### src/rtl/mem_ctrl_pkg.sv
// Shared types and constants for the two-port memory arbiter.
package mem_ctrl_pkg;

  localparam int unsigned DEF_DATA_W = 32;
  localparam int unsigned DEF_ADDR_W = 12;
  localparam int unsigned DEF_DEPTH  = 16;

  localparam logic PORT0 = 1'b0;
  localparam logic PORT1 = 1'b1;

  typedef enum logic [1:0] {
    IDLE,
    ISSUE,
    CAPTURE,
    RESP
  } state_e;

endpackage

### src/rtl/rr_arbiter2.sv
// Two-requester round-robin winner select (purely combinational).
//   valid0/valid1 : request valid per port
//   last_grant    : port granted on the previous accept
//   grant_c       : one-hot grant, zero when nobody requests
//   winner_c      : index of the winning port (PORT0 when idle)
module rr_arbiter2
  import mem_ctrl_pkg::*;
(
  input  logic       valid0,
  input  logic       valid1,
  input  logic       last_grant,
  output logic [1:0] grant_c,
  output logic       winner_c
);

  always_comb begin
    winner_c = PORT0;
    grant_c  = 2'b00;
    // On a tie the port not granted last time wins.
    if (valid0 && valid1) begin
      winner_c = ~last_grant;
    end else if (valid1) begin
      winner_c = PORT1;
    end
    if (valid0 || valid1) begin
      grant_c[winner_c] = 1'b1;
    end
  end

endmodule

### src/rtl/mem_arbiter.sv
// Round-robin controller sharing a single-port registered memory between
// two requesters. One transaction in flight; responses on the granted port.
//   m*_req_*  : command channel (valid/ready, write, addr, wdata)
//   m*_rsp_*  : response channel (valid/ready, rdata, err)
//   mem_*     : memory pins; mem_reading is low only while a write issues
module mem_arbiter
  import mem_ctrl_pkg::*;
#(
  parameter int unsigned DATA_W = DEF_DATA_W,
  parameter int unsigned ADDR_W = DEF_ADDR_W,
  parameter int unsigned DEPTH  = DEF_DEPTH
) (
  input  logic              clk,
  input  logic              rst_n,
  input  logic              m0_req_valid,
  output logic              m0_req_ready,
  input  logic              m0_req_write,
  input  logic [ADDR_W-1:0] m0_req_addr,
  input  logic [DATA_W-1:0] m0_req_wdata,
  output logic              m0_rsp_valid,
  input  logic              m0_rsp_ready,
  output logic [DATA_W-1:0] m0_rsp_rdata,
  output logic              m0_rsp_err,
  input  logic              m1_req_valid,
  output logic              m1_req_ready,
  input  logic              m1_req_write,
  input  logic [ADDR_W-1:0] m1_req_addr,
  input  logic [DATA_W-1:0] m1_req_wdata,
  output logic              m1_rsp_valid,
  input  logic              m1_rsp_ready,
  output logic [DATA_W-1:0] m1_rsp_rdata,
  output logic              m1_rsp_err,
  output logic              mem_reading,
  output logic [ADDR_W-1:0] mem_address,
  output logic [DATA_W-1:0] mem_data_in,
  input  logic [DATA_W-1:0] mem_data_out
);

  state_e                 state_q, state_d;
  logic                   last_q, last_d;
  logic                   write_q, write_d;
  logic                   reading_q, reading_d;
  logic [ADDR_W-1:0]      address_q, address_d;
  logic [DATA_W-1:0]      data_in_q, data_in_d;
  logic [1:0]             rsp_valid_q, rsp_valid_d;
  logic [1:0]             rsp_err_q, rsp_err_d;
  logic [1:0][DATA_W-1:0] rsp_rdata_q, rsp_rdata_d;

  logic [1:0]        grant_c;
  logic              winner_c;
  logic              sel_write_c;
  logic [ADDR_W-1:0] sel_addr_c;
  logic [DATA_W-1:0] sel_wdata_c;
  logic              in_range_c;
  logic              rsp_ready_c;

  rr_arbiter2 u_arb (
    .valid0     (m0_req_valid),
    .valid1     (m1_req_valid),
    .last_grant (last_q),
    .grant_c    (grant_c),
    .winner_c   (winner_c)
  );

  // Winner's command and the granted port's response accept.
  assign sel_write_c = (winner_c == PORT1) ? m1_req_write : m0_req_write;
  assign sel_addr_c  = (winner_c == PORT1) ? m1_req_addr  : m0_req_addr;
  assign sel_wdata_c = (winner_c == PORT1) ? m1_req_wdata : m0_req_wdata;
  assign in_range_c  = sel_addr_c < ADDR_W'(DEPTH);
  assign rsp_ready_c = (last_q == PORT1) ? m1_rsp_ready : m0_rsp_ready;

  assign m0_req_ready = (state_q == IDLE) && grant_c[PORT0];
  assign m1_req_ready = (state_q == IDLE) && grant_c[PORT1];

  // State register.
  always_ff @(posedge clk or negedge rst_n) begin
    if (!rst_n) begin
      state_q     <= IDLE;
      last_q      <= PORT1;
      write_q     <= 1'b0;
      reading_q   <= 1'b1;
      address_q   <= '0;
      data_in_q   <= '0;
      rsp_valid_q <= '0;
      rsp_err_q   <= '0;
      rsp_rdata_q <= '0;
    end else begin
      state_q     <= state_d;
      last_q      <= last_d;
      write_q     <= write_d;
      reading_q   <= reading_d;
      address_q   <= address_d;
      data_in_q   <= data_in_d;
      rsp_valid_q <= rsp_valid_d;
      rsp_err_q   <= rsp_err_d;
      rsp_rdata_q <= rsp_rdata_d;
    end
  end

  // Next-state and registered-output logic.
  always_comb begin
    state_d     = state_q;
    last_d      = last_q;
    write_d     = write_q;
    reading_d   = reading_q;
    address_d   = address_q;
    data_in_d   = data_in_q;
    rsp_valid_d = rsp_valid_q;
    rsp_err_d   = rsp_err_q;
    rsp_rdata_d = rsp_rdata_q;

    case (state_q)
      IDLE: begin
        if (|grant_c) begin
          last_d  = winner_c;
          write_d = sel_write_c;
          if (in_range_c) begin
            reading_d = ~sel_write_c;
            address_d = sel_addr_c;
            data_in_d = sel_wdata_c;
            state_d   = ISSUE;
          end else begin
            // Out-of-range: answer immediately, memory untouched.
            rsp_rdata_d           = '0;
            rsp_err_d             = '0;
            rsp_err_d[winner_c]   = 1'b1;
            rsp_valid_d[winner_c] = 1'b1;
            state_d               = RESP;
          end
        end
      end
      ISSUE: begin
        // Memory commits on this edge; never let a write linger.
        reading_d = 1'b1;
        state_d   = CAPTURE;
      end
      CAPTURE: begin
        rsp_rdata_d         = '0;
        rsp_rdata_d[last_q] = write_q ? '0 : mem_data_out;
        rsp_err_d           = '0;
        rsp_valid_d[last_q] = 1'b1;
        state_d             = RESP;
      end
      RESP: begin
        if (rsp_ready_c) begin
          rsp_valid_d = '0;
          state_d     = IDLE;
        end
      end
      default: state_d = IDLE;
    endcase
  end

  assign mem_reading  = reading_q;
  assign mem_address  = address_q;
  assign mem_data_in  = data_in_q;
  assign m0_rsp_valid = rsp_valid_q[PORT0];
  assign m1_rsp_valid = rsp_valid_q[PORT1];
  assign m0_rsp_err   = rsp_err_q[PORT0];
  assign m1_rsp_err   = rsp_err_q[PORT1];
  assign m0_rsp_rdata = rsp_rdata_q[PORT0];
  assign m1_rsp_rdata = rsp_rdata_q[PORT1];

endmodule

### config.mk
export PLATFORM = sky130hd
export DESIGN_NAME = mem_arbiter
export DESIGN_NICKNAME = d
export VERILOG_FILES = /design/src/rtl/mem_ctrl_pkg.sv /design/src/rtl/rr_arbiter2.sv /design/src/rtl/mem_arbiter.sv
export SDC_FILE = /design/constraint.sdc
export NUM_CORES = 1
export LEC_CHECK = 0
export ABC_AREA = 0
export CAP_MARGIN = 40
export CORE_ASPECT_RATIO = 0.9
export CORE_MARGIN = 5
export CORE_UTILIZATION = 40
export CTS_BUF_LIST = sky130_fd_sc_hd__clkbuf_8
export CTS_CLUSTER_DIAMETER = 100
export DETAILED_ROUTE_END_ITERATION = 10
export PLACE_DENSITY_LB_ADDON = 0.12
export SYNTH_ARGS = -nofsm -noshare
export SYNTH_HDL_FRONTEND = slang
export SYNTH_SLANG_ARGS = --single-unit
### constraint.sdc
create_clock -name clk -period 2.05 [get_ports clk]
set_input_delay 0.3075 -clock clk [delete_from_list [all_inputs] [get_ports clk]]
set_output_delay 0.3075 -clock clk [all_outputs]
set_load 0.02 [all_outputs]
* After elaboration in Yosys (flattened, before gate mapping)
Index checks and enable logic that the tools add are counted.
** Word-level totals
- Bits in registers :: 117
- Output and inout port bits :: 115
- Logic and storage cells :: 74
** Operators by class
- Order comparisons :: 5
- Eq/ne operators :: 7
- Multiplexer cells :: 30
- Bitwise operators :: 5
- Reduce and logical (&&, ||, !) cells :: 17
** Operator list (count)
- 64-bit 2-to-1 mux :: 2
- 64-bit one-hot mux with 2 select lines :: 1
- 32-bit 2-to-1 mux :: 3
- 64-bit bitwise AND :: 1
- 32-bit demux with 1-bit select :: 1
- 2-bit 2-to-1 mux :: 8
- 12-bit by 5-bit less-than comparator with 1-bit output, second input constant :: 1
- 12-bit 2-to-1 mux :: 1
- 3-bit AND reduction :: 3
- 1-bit 2-to-1 mux :: 8
- 2-bit one-hot mux with 4 select lines :: 1
- 2-bit inequality test, second input constant :: 3
- 2-bit one-hot mux with 3 select lines :: 1
- 1-bit logical AND :: 5
- 2-bit == test, second input constant :: 2
- 1-bit by 2-bit less-than comparator with 1-bit output, second input constant :: 2
- 2-bit bitwise OR :: 2
- 2-bit one-hot mux with 2 select lines :: 1
- 2-bit AND reduction :: 2
- 4-bit AND reduction :: 1
- 2-bit nonzero test :: 2
- 3-bit nonzero test :: 1
- 1-bit demux with 1-bit select :: 2
- 2-bit by 1-bit == test with 1-bit output, second input constant :: 1
- 7 further kinds :: 9

* Longest topological paths before layout
Gate-level depths: netlist of run 1.
- Depth in word-level cells :: 10
- Depth in mapped cells :: 9

* Modules after synthesis
Synthesis of run 1 repeated with hierarchy kept, for this count alone.
** Second synthesis, totals
- Cell total of the unflattened synthesis :: 446
- Area total of the unflattened synthesis :: 5674.2 um2
** By module, submodules not included
- mem_arbiter :: times used 1, cells each 442, area an instance 5647.9 um2
- rr_arbiter2 :: times used 1, cells each 4, area an instance 26.3 um2

* Worst setup path after synthesis of run 1
OpenSTA, ideal clock, no wires.
- Path kind :: flip-flop to flip-flop
- From :: reg state_q[1]
- To :: reg state_q[1]
- Data arrival time :: 1739 ps
- Required time :: 1924 ps
- Setup slack :: 184 ps
- Cell stages (with the launch flop) :: 8
- Period minus slack after synthesis :: 1866 ps
- Path through :: dfrtp_1 > inv_1 > ha_1 > nor4b_2 > nand4_2 > and3_1 > a21boi_1 > a311o_1
** On the way
- Cells in the longest elaborated chain, start to end :: 3
** RTL lines
- start, declared :: line mem_arbiter.sv:39 : state_e state_q, state_d;
- start signal, assigned :: line mem_arbiter.sv:88 : state_q <= state_d;
- 2-bit == test / 2-bit zero test (equally long branches) :: line mem_arbiter.sv:112 : case (state_q)
- 2-bit inequality test (no source line) / 2-bit by 1-bit inequality test with 1-bit output (equally long branches)
- 2-bit AND reduction (no source line)
Parallel ways exist; a longest one is shown, timed or not.
A chain may end at the register's enable or synchronous reset.

* Final worst setup path of run 1
- From :: reg state_q[0]
- To :: reg address_q[2], in the netlist mem_address[2]
** On the way
- Cells in the longest elaborated chain, start to end :: 2
** RTL lines
- 2-bit zero test :: line mem_arbiter.sv:112
- 3-bit AND reduction (no source line)
- end signal, assigned :: line mem_arbiter.sv:92 : address_q <= address_d;
- end, declared :: line mem_arbiter.sv:43 : logic [ADDR_W-1:0] address_q, address_d;
Every way passes these cells.

==> results of run 1 <==
==> flip-flops by register name, summed over array words and instances, names as in the netlist <==
signal and count:
rsp_err_q 2, last_q 1, rsp_valid_q 2, state_q 2
write_q 1, mem_data_in 32, mem_address 12, m0_rsp_rdata 32
mem_reading 1, m1_rsp_rdata 32
==> worst paths after layout <==
| path | to | slack, ns | cells after the start |
|---|---|---|---|
| max | mem_address[2] | 0.13 | 8 |
| min | m0_rsp_rdata[16] | 0.43 | 2 |
| max reg2reg | mem_address[2] | 0.13 | 8 |
| min reg2reg | m1_rsp_rdata[1] | 0.47 | 2 |
| max in group asynchronous | last_q | 0.94 | 3 |
| min in group clk | mem_data_in[30] | 0.44 | 3 |
==> synth_stat cells (all sizes together) (2+ instances only) <==
cell / count
a31oi: 40
nor2: 42
nor2b: 8
dfrtp: 115
nand2b: 34
nor4: 2
clkbuf: 21
a21boi: 2
mux2i: 2
ha: 4
o31ai: 65
buf: 20
dfstp: 2
a21oi: 5
o21ai: 3
inv: 3
nand2: 144
nand4: 2
==> cell families after synthesis <==
kind of cell             Yosys count  synth area share [%]
AND/OR/NAND/NOR                  236                  20.4
AO/OA/AOI/OAI                    121                  17.2
flip-flops                       117                  57.2
buffers and inverters             44                  3.84
adder cells (fa/ha/maj)            4                 0.977
multiplexers                       2                 0.391
==> final cells by class <==
| cell class | count | share of cell area (%) |
|---|---|---|
| tap | 164 | 2.46 |
| timing repair buffer | 274 | 33.2 |
| sequential | 117 | 35.2 |
| multi-input combinational | 363 | 24.4 |
| clock buffer | 22 | 3.63 |
| clock inverter | 7 | 0.976 |
| inverter | 3 | 0.135 |
==> worst reg2reg max path, cell delays in order (launching register included) <==
cell and delay [ns]:
dfrtp_1 0.38, inv_1 0.10, ha_4 0.18, nor4b_4 0.25, nand4_4 0.18, a21oi_4 0.27, buf_12 0.15, buf_16 0.18
a31oi_1 0.11
==> power by group <==
part	internal (W)	leakage, nW	switching (W)
Sequential	0.00286	1.60	0.000363
Clock	0.00121	0.210	0.000851
Combinational	0.00200	1.79	0.00251
Total	0.00606	3.60	0.00372
==> through the flow <==
| step | power, W | util, % | hold slack (ns) | cell area, um^2 | setup slack [ns] |
|---|---|---|---|---|---|
| 2_1_floorplan | 0.00561 | - | 0.0119 | 5120 | 0.184 |
| 3_3_place_gp | 0.00761 | 61.9 | 0.325 | 7830 | -0.0405 |
| 3_5_place_dp | 0.00772 | 62.0 | 0.328 | 7840 | -0.111 |
| 4_1_cts | 0.00985 | 65.7 | 0.396 | 8300 | 0.0381 |
| 5_1_grt | 0.0104 | 65.9 | 0.405 | 8330 | 0.0185 |
| 6_report | 0.00978 | 65.9 | 0.435 | 8330 | 0.132 |
==> what timing repair did <==
| item | in CTS | in global routing |
|---|---|---|
| buffers inserted | 1 | 2 |
| pin swaps | 2 | 3 |
| hold buffers | 1 | 0 |
| cloned | 1 | 0 |
| resized for setup | 10 | 5 |
| hold endpoints to repair | 37 | 0 |
| endpoints found under the setup margin | 92 | 102 |
==> routing by layer <==
| metal | GRT usage, % | share of wire [%] |
|---|---|---|
| met3 | 7.77 | 7.8 |
| met5 | 0 | 0 |
| met4 | 7.94 | 2.9 |
| met1 | 27.2 | 42 |
| met2 | 33.7 | 48 |
==> flow_metrics.env, run 1 <==
export IMPL_cts_sinks=117
export IMPL_yosys_area_top_type_share_pct=56.2
export IMPL_gp_congestion=0.847
export IMPL_drt_drc_violations_left=0
export IMPL_critPathSlowestCell="dfrtp_1"
export IMPL_ir_drop_v=0.00110
export IMPL_skew_ns=0.0101
export IMPL_leakagePower_nw=3.60
export IMPL_port_buffers=242
export IMPL_async_reset_ff_share_pct=100
export IMPL_die_area_um2=15200
export IMPL_netlist_instances=524
export IMPL_wl_per_cell_um=16.9
export IMPL_grt_pass1_wl_um=25800
export IMPL_fin_cells=950
export IMPL_grt_max_degree=53
export IMPL_ys_ff_latch=117
export IMPL_path_cells="inv_1 > ha_4 > nor4b_4 > nand4_4 > a21oi_4 > buf_12 > buf_16 > a31oi_1"
export IMPL_slew_viol_final=0
export IMPL_hold_class="input port to async pin"
export IMPL_regArea_um2=2930
export IMPL_coreArea_um2=12600
export IMPL_io_pins=243
export IMPL_insertion_delay_ns=0.43
export IMPL_antenna_found_initial=0
export IMPL_fin_crit_sh_pct=93.6
export IMPL_area_growth_pct=62.7
export IMPL_critPathCaptureType="flop"
export IMPL_cp_start_kind="flop"
export IMPL_powerDensity_nw_per_um2=1170
export IMPL_ys_flop_type="dfrtp_1"
export IMPL_fill_cells=1027
export IMPL_ys_seq_area_share_pct=57.2
export IMPL_cts_root_buf="clkbuf_8"
export IMPL_layout_commonest_cell="clkdlybuf4s50_1"
export IMPL_n_antenna_cell=0
export IMPL_overflow=0
export IMPL_grt_use_total_pct=21.5
export IMPL_vias=4805
export IMPL_yosys_warnings=0
export IMPL_clkSlewWorstSetupHoldPaths_ns=0.07
export IMPL_max_freq_ghz=0.521
export IMPL_die_w_um=129
export IMPL_crit_family="buffers and inverters"
export IMPL_antenna_left=0
export IMPL_cts_tree="done"
export IMPL_h_tree_depth=4
export IMPL_drive_gt1_share_pct=9.29
export IMPL_nets=908
export IMPL_tns_ns=0
export IMPL_ys_types=31
export IMPL_cp_arrival_ns=2.22
export IMPL_start_util_pct=40.5
export IMPL_worst_pin_slew_ns=0.573
export IMPL_fp_dieH_um=117
export IMPL_setup_viol_count_final=0
export IMPL_grt_setup_unrepaired="false"
export IMPL_netlist_area_um2=5120
export IMPL_slew_headroom_pct=61.8
export IMPL_drt_iter0_markers=312
export IMPL_crit_fanout=32
export IMPL_path_class="flop to flop"
export IMPL_regToRegStartpoint="state_q[0]"
export IMPL_clockBufferDepth=2
export IMPL_yosys_top_cells_area="dfrtp_1, nand2_1, o31ai_1, a31oi_1, nand2b_1"
export IMPL_critPathLaunch="state_q[0]"
export IMPL_yosys_area_top_type="dfrtp_1"
export IMPL_avgSynthCellArea_um2=9.77
export IMPL_viasPerCell=5.06
export IMPL_routed_wirelength_um=16000
export IMPL_slowest_delay_ns=0.38
export IMPL_final_hold_violation_count=0
export IMPL_drt_pass1_iterations=5
export IMPL_synth_edf_count=0
export IMPL_place_inst=916
export IMPL_crit_required_ns=2.35
export IMPL_hpwl_um=11800
export IMPL_timing_critical_path_buf_inv=3
export IMPL_outcome="completed"
export IMPL_synth_nets=656
export IMPL_multi_input_area_um2=2030
export IMPL_drv_cap=0
export IMPL_mostFrequentLayoutCells="clkdlybuf4s50_1, nand2_1, dfrtp_1"
export IMPL_numCtsBuffers=17
export IMPL_grt_pass1_vias=4922
export IMPL_period_needed_ns=1.92
export IMPL_num_rows=39
Power figures use the tool's default switching activity.
==> run 2, diff against run 1 <==
--- a/config.mk
+++ b/config.mk
@@ -14,6 +14,7 @@
 export CTS_CLUSTER_DIAMETER = 100
 export DETAILED_ROUTE_END_ITERATION = 10
 export PLACE_DENSITY_LB_ADDON = 0.12
+export RECOVER_POWER = 25
 export SYNTH_ARGS = -nofsm -noshare
 export SYNTH_HDL_FRONTEND = slang
 export SYNTH_SLANG_ARGS = --single-unit
==> flow_metrics.env, run 2 (synthesis results as in run 1) <==
export IMPL_num_rows=39
export IMPL_antenna_left=0
export IMPL_powerDensity_nw_per_um2=1180
export IMPL_final_hold_violation_count=0
export IMPL_cp_arrival_ns=2.22
export IMPL_antenna_found_initial=0
export IMPL_outcome="completed"
export IMPL_drt_drc_violations_left=0
export IMPL_slew_headroom_pct=27.2
export IMPL_p_int_w=0.00606
export IMPL_grt_max_degree=53
export IMPL_critPathCaptureType="flop"
export IMPL_tns_ns=0
export IMPL_period_needed_ns=1.92
export IMPL_port_buffers=242
export IMPL_fp_dieH_um=117
export IMPL_clock_power_share_pct=21.0
export IMPL_die_w_um=129
export IMPL_clkSlewWorstSetupHoldPaths_ns=0.07
export IMPL_cts_root_buf="clkbuf_8"
export IMPL_die_area_um2=15200
export IMPL_area_growth_pct=62.5
export IMPL_coreArea_um2=12600
export IMPL_h_tree_depth=4
export IMPL_grt_pass1_vias=4922
export IMPL_seqPwrFrac_pct=32.9
export IMPL_grt_setup_unrepaired="false"
export IMPL_max_freq_ghz=0.522
export IMPL_regArea_um2=2930
export IMPL_wl_per_cell_um=16.8
export IMPL_io_pins=243
export IMPL_start_util_pct=40.5
export IMPL_leakagePower_nw=3.59
export IMPL_setup_viol_count_final=0
export IMPL_grt_use_met2_pct=33.7
export IMPL_crit_required_ns=2.36
export IMPL_nets=908
export IMPL_slew_viol_final=0
export IMPL_insertion_delay_ns=0.43
export IMPL_comb_power_share_pct=46.0
export IMPL_gp_congestion=0.847
export IMPL_cts_sinks=117
export IMPL_fin_area_um2=8320
export IMPL_busiest_layer="met2"
export IMPL_clockBufferDepth=2
export IMPL_layout_commonest_cell="clkdlybuf4s50_1"
export IMPL_power_w=0.00978
export IMPL_n_antenna_cell=0
export IMPL_r2r_slack_ns=0.13
export IMPL_grt_use_total_pct=21.5
export IMPL_hpwl_um=11800
export IMPL_drt_pass1_iterations=5
export IMPL_fin_crit_sh_pct=93.5
export IMPL_use_met1_pct=27.2
export IMPL_drt_iter0_markers=314
export IMPL_numCtsBuffers=17
export IMPL_fill_cells=1029
export IMPL_p_sw_share_pct=38.0
export IMPL_p_sw_w=0.00372
export IMPL_met3_usage_pct=7.77
export IMPL_path_class="flop to flop"
export IMPL_place_inst=916
export IMPL_grt_pass1_wl_um=25800
export IMPL_mostFrequentLayoutCells="clkdlybuf4s50_1, nand2_1, dfrtp_1"
export IMPL_hold_class="input port to flop"
export IMPL_place_area_um2=7840
export IMPL_viasPerCell=5.07
export IMPL_routed_wirelength_um=16000
export IMPL_vias=4814
export IMPL_crit_fanout=32
export IMPL_worst_pin_slew_ns=1.09
export IMPL_drive_gt1_share_pct=9.29
export IMPL_overflow=0
export IMPL_drv_cap=0
export IMPL_skew_ns=0.00952
export IMPL_fin_cells=950
export IMPL_ir_drop_v=0.00109
export IMPL_cp_start_kind="flop"
export IMPL_multi_input_area_um2=2030
export IMPL_cts_tree="done"
[run 2: cell count changes in the layout (fill, tap and decap cells not counted)]
cell,previous run,this run
buf_4,22,18
clkbuf_2,0,4
[run 2: power groups by stage]
stage	registers, W	logic (W)	clock network, W
2_1_floorplan	0.00379	0.00182	0
3_3_place_gp	0.00329	0.00433	0
3_5_place_dp	0.00326	0.00446	0
4_1_cts	0.00323	0.00452	0.00211
5_1_grt	0.00329	0.00488	0.00222
6_report	0.00322	0.00450	0.00206
[run 2: timing repair]
item                                    4_1_cts  5_1_grt
pin swaps                                     2        3
resized for setup                            10        5
gates cloned                                  1        0
buffers inserted                              1        2
endpoints found under the setup margin       92      102
endpoints found under the hold margin        37        0
hold buffers                                  1        0
[run 2: worst paths after layout]
path | end | startpoint | cells past startpoint
worst max register to register | mem_address[2] | state_q[0] | 8
worst min register to register | m1_rsp_rdata[1] | m1_rsp_rdata[1] | 2
worst min-delay path | mem_data_in[30] | m1_req_wdata[30] | 3
worst max-delay path | mem_address[2] | state_q[0] | 8
min in group asynchronous | m0_rsp_rdata[16] | rst_n | 2
max in group asynchronous | last_q | rst_n | 3
[run 2: area by class of cell]
type | count | area share, %
well taps | 164 | 2.47
repair buffers | 274 | 33.2
flip-flops and latches | 117 | 35.2
inverters | 3 | 0.135
multi-input cells | 363 | 24.4
clock buffers | 22 | 3.64
clock inverters | 7 | 0.977
[run 2: stage by stage]
step / util [%] / worst slack (ns) / hold WS (ns)
floorplan: - / 0.184 / 0.0119
global placement: 61.9 / -0.0405 / 0.325
detailed placement: 62.0 / -0.111 / 0.328
CTS: 65.7 / 0.0381 / 0.396
global route: 65.8 / 0.0185 / 0.405
finish: 65.8 / 0.134 / 0.435
[run 2: worst max-delay path, cell delays in order (launching register included)]
cell and delay (ns):
dfrtp_1 0.38, inv_1 0.10, ha_4 0.18, nor4b_4 0.25, nand4_4 0.17, a21oi_4 0.27, buf_12 0.15, buf_16 0.17
a31oi_1 0.10
[run 2: layer usage]
| metal | wire length [um] | vias to the layer above |
|---|---|---|
| met5 | 0 | - |
| met4 | 462 | 0 |
| met3 | 1250 | 34 |
| met2 | 7660 | 177 |
| met1 | 6620 | 2297 |
| li1 | - | 2306 |
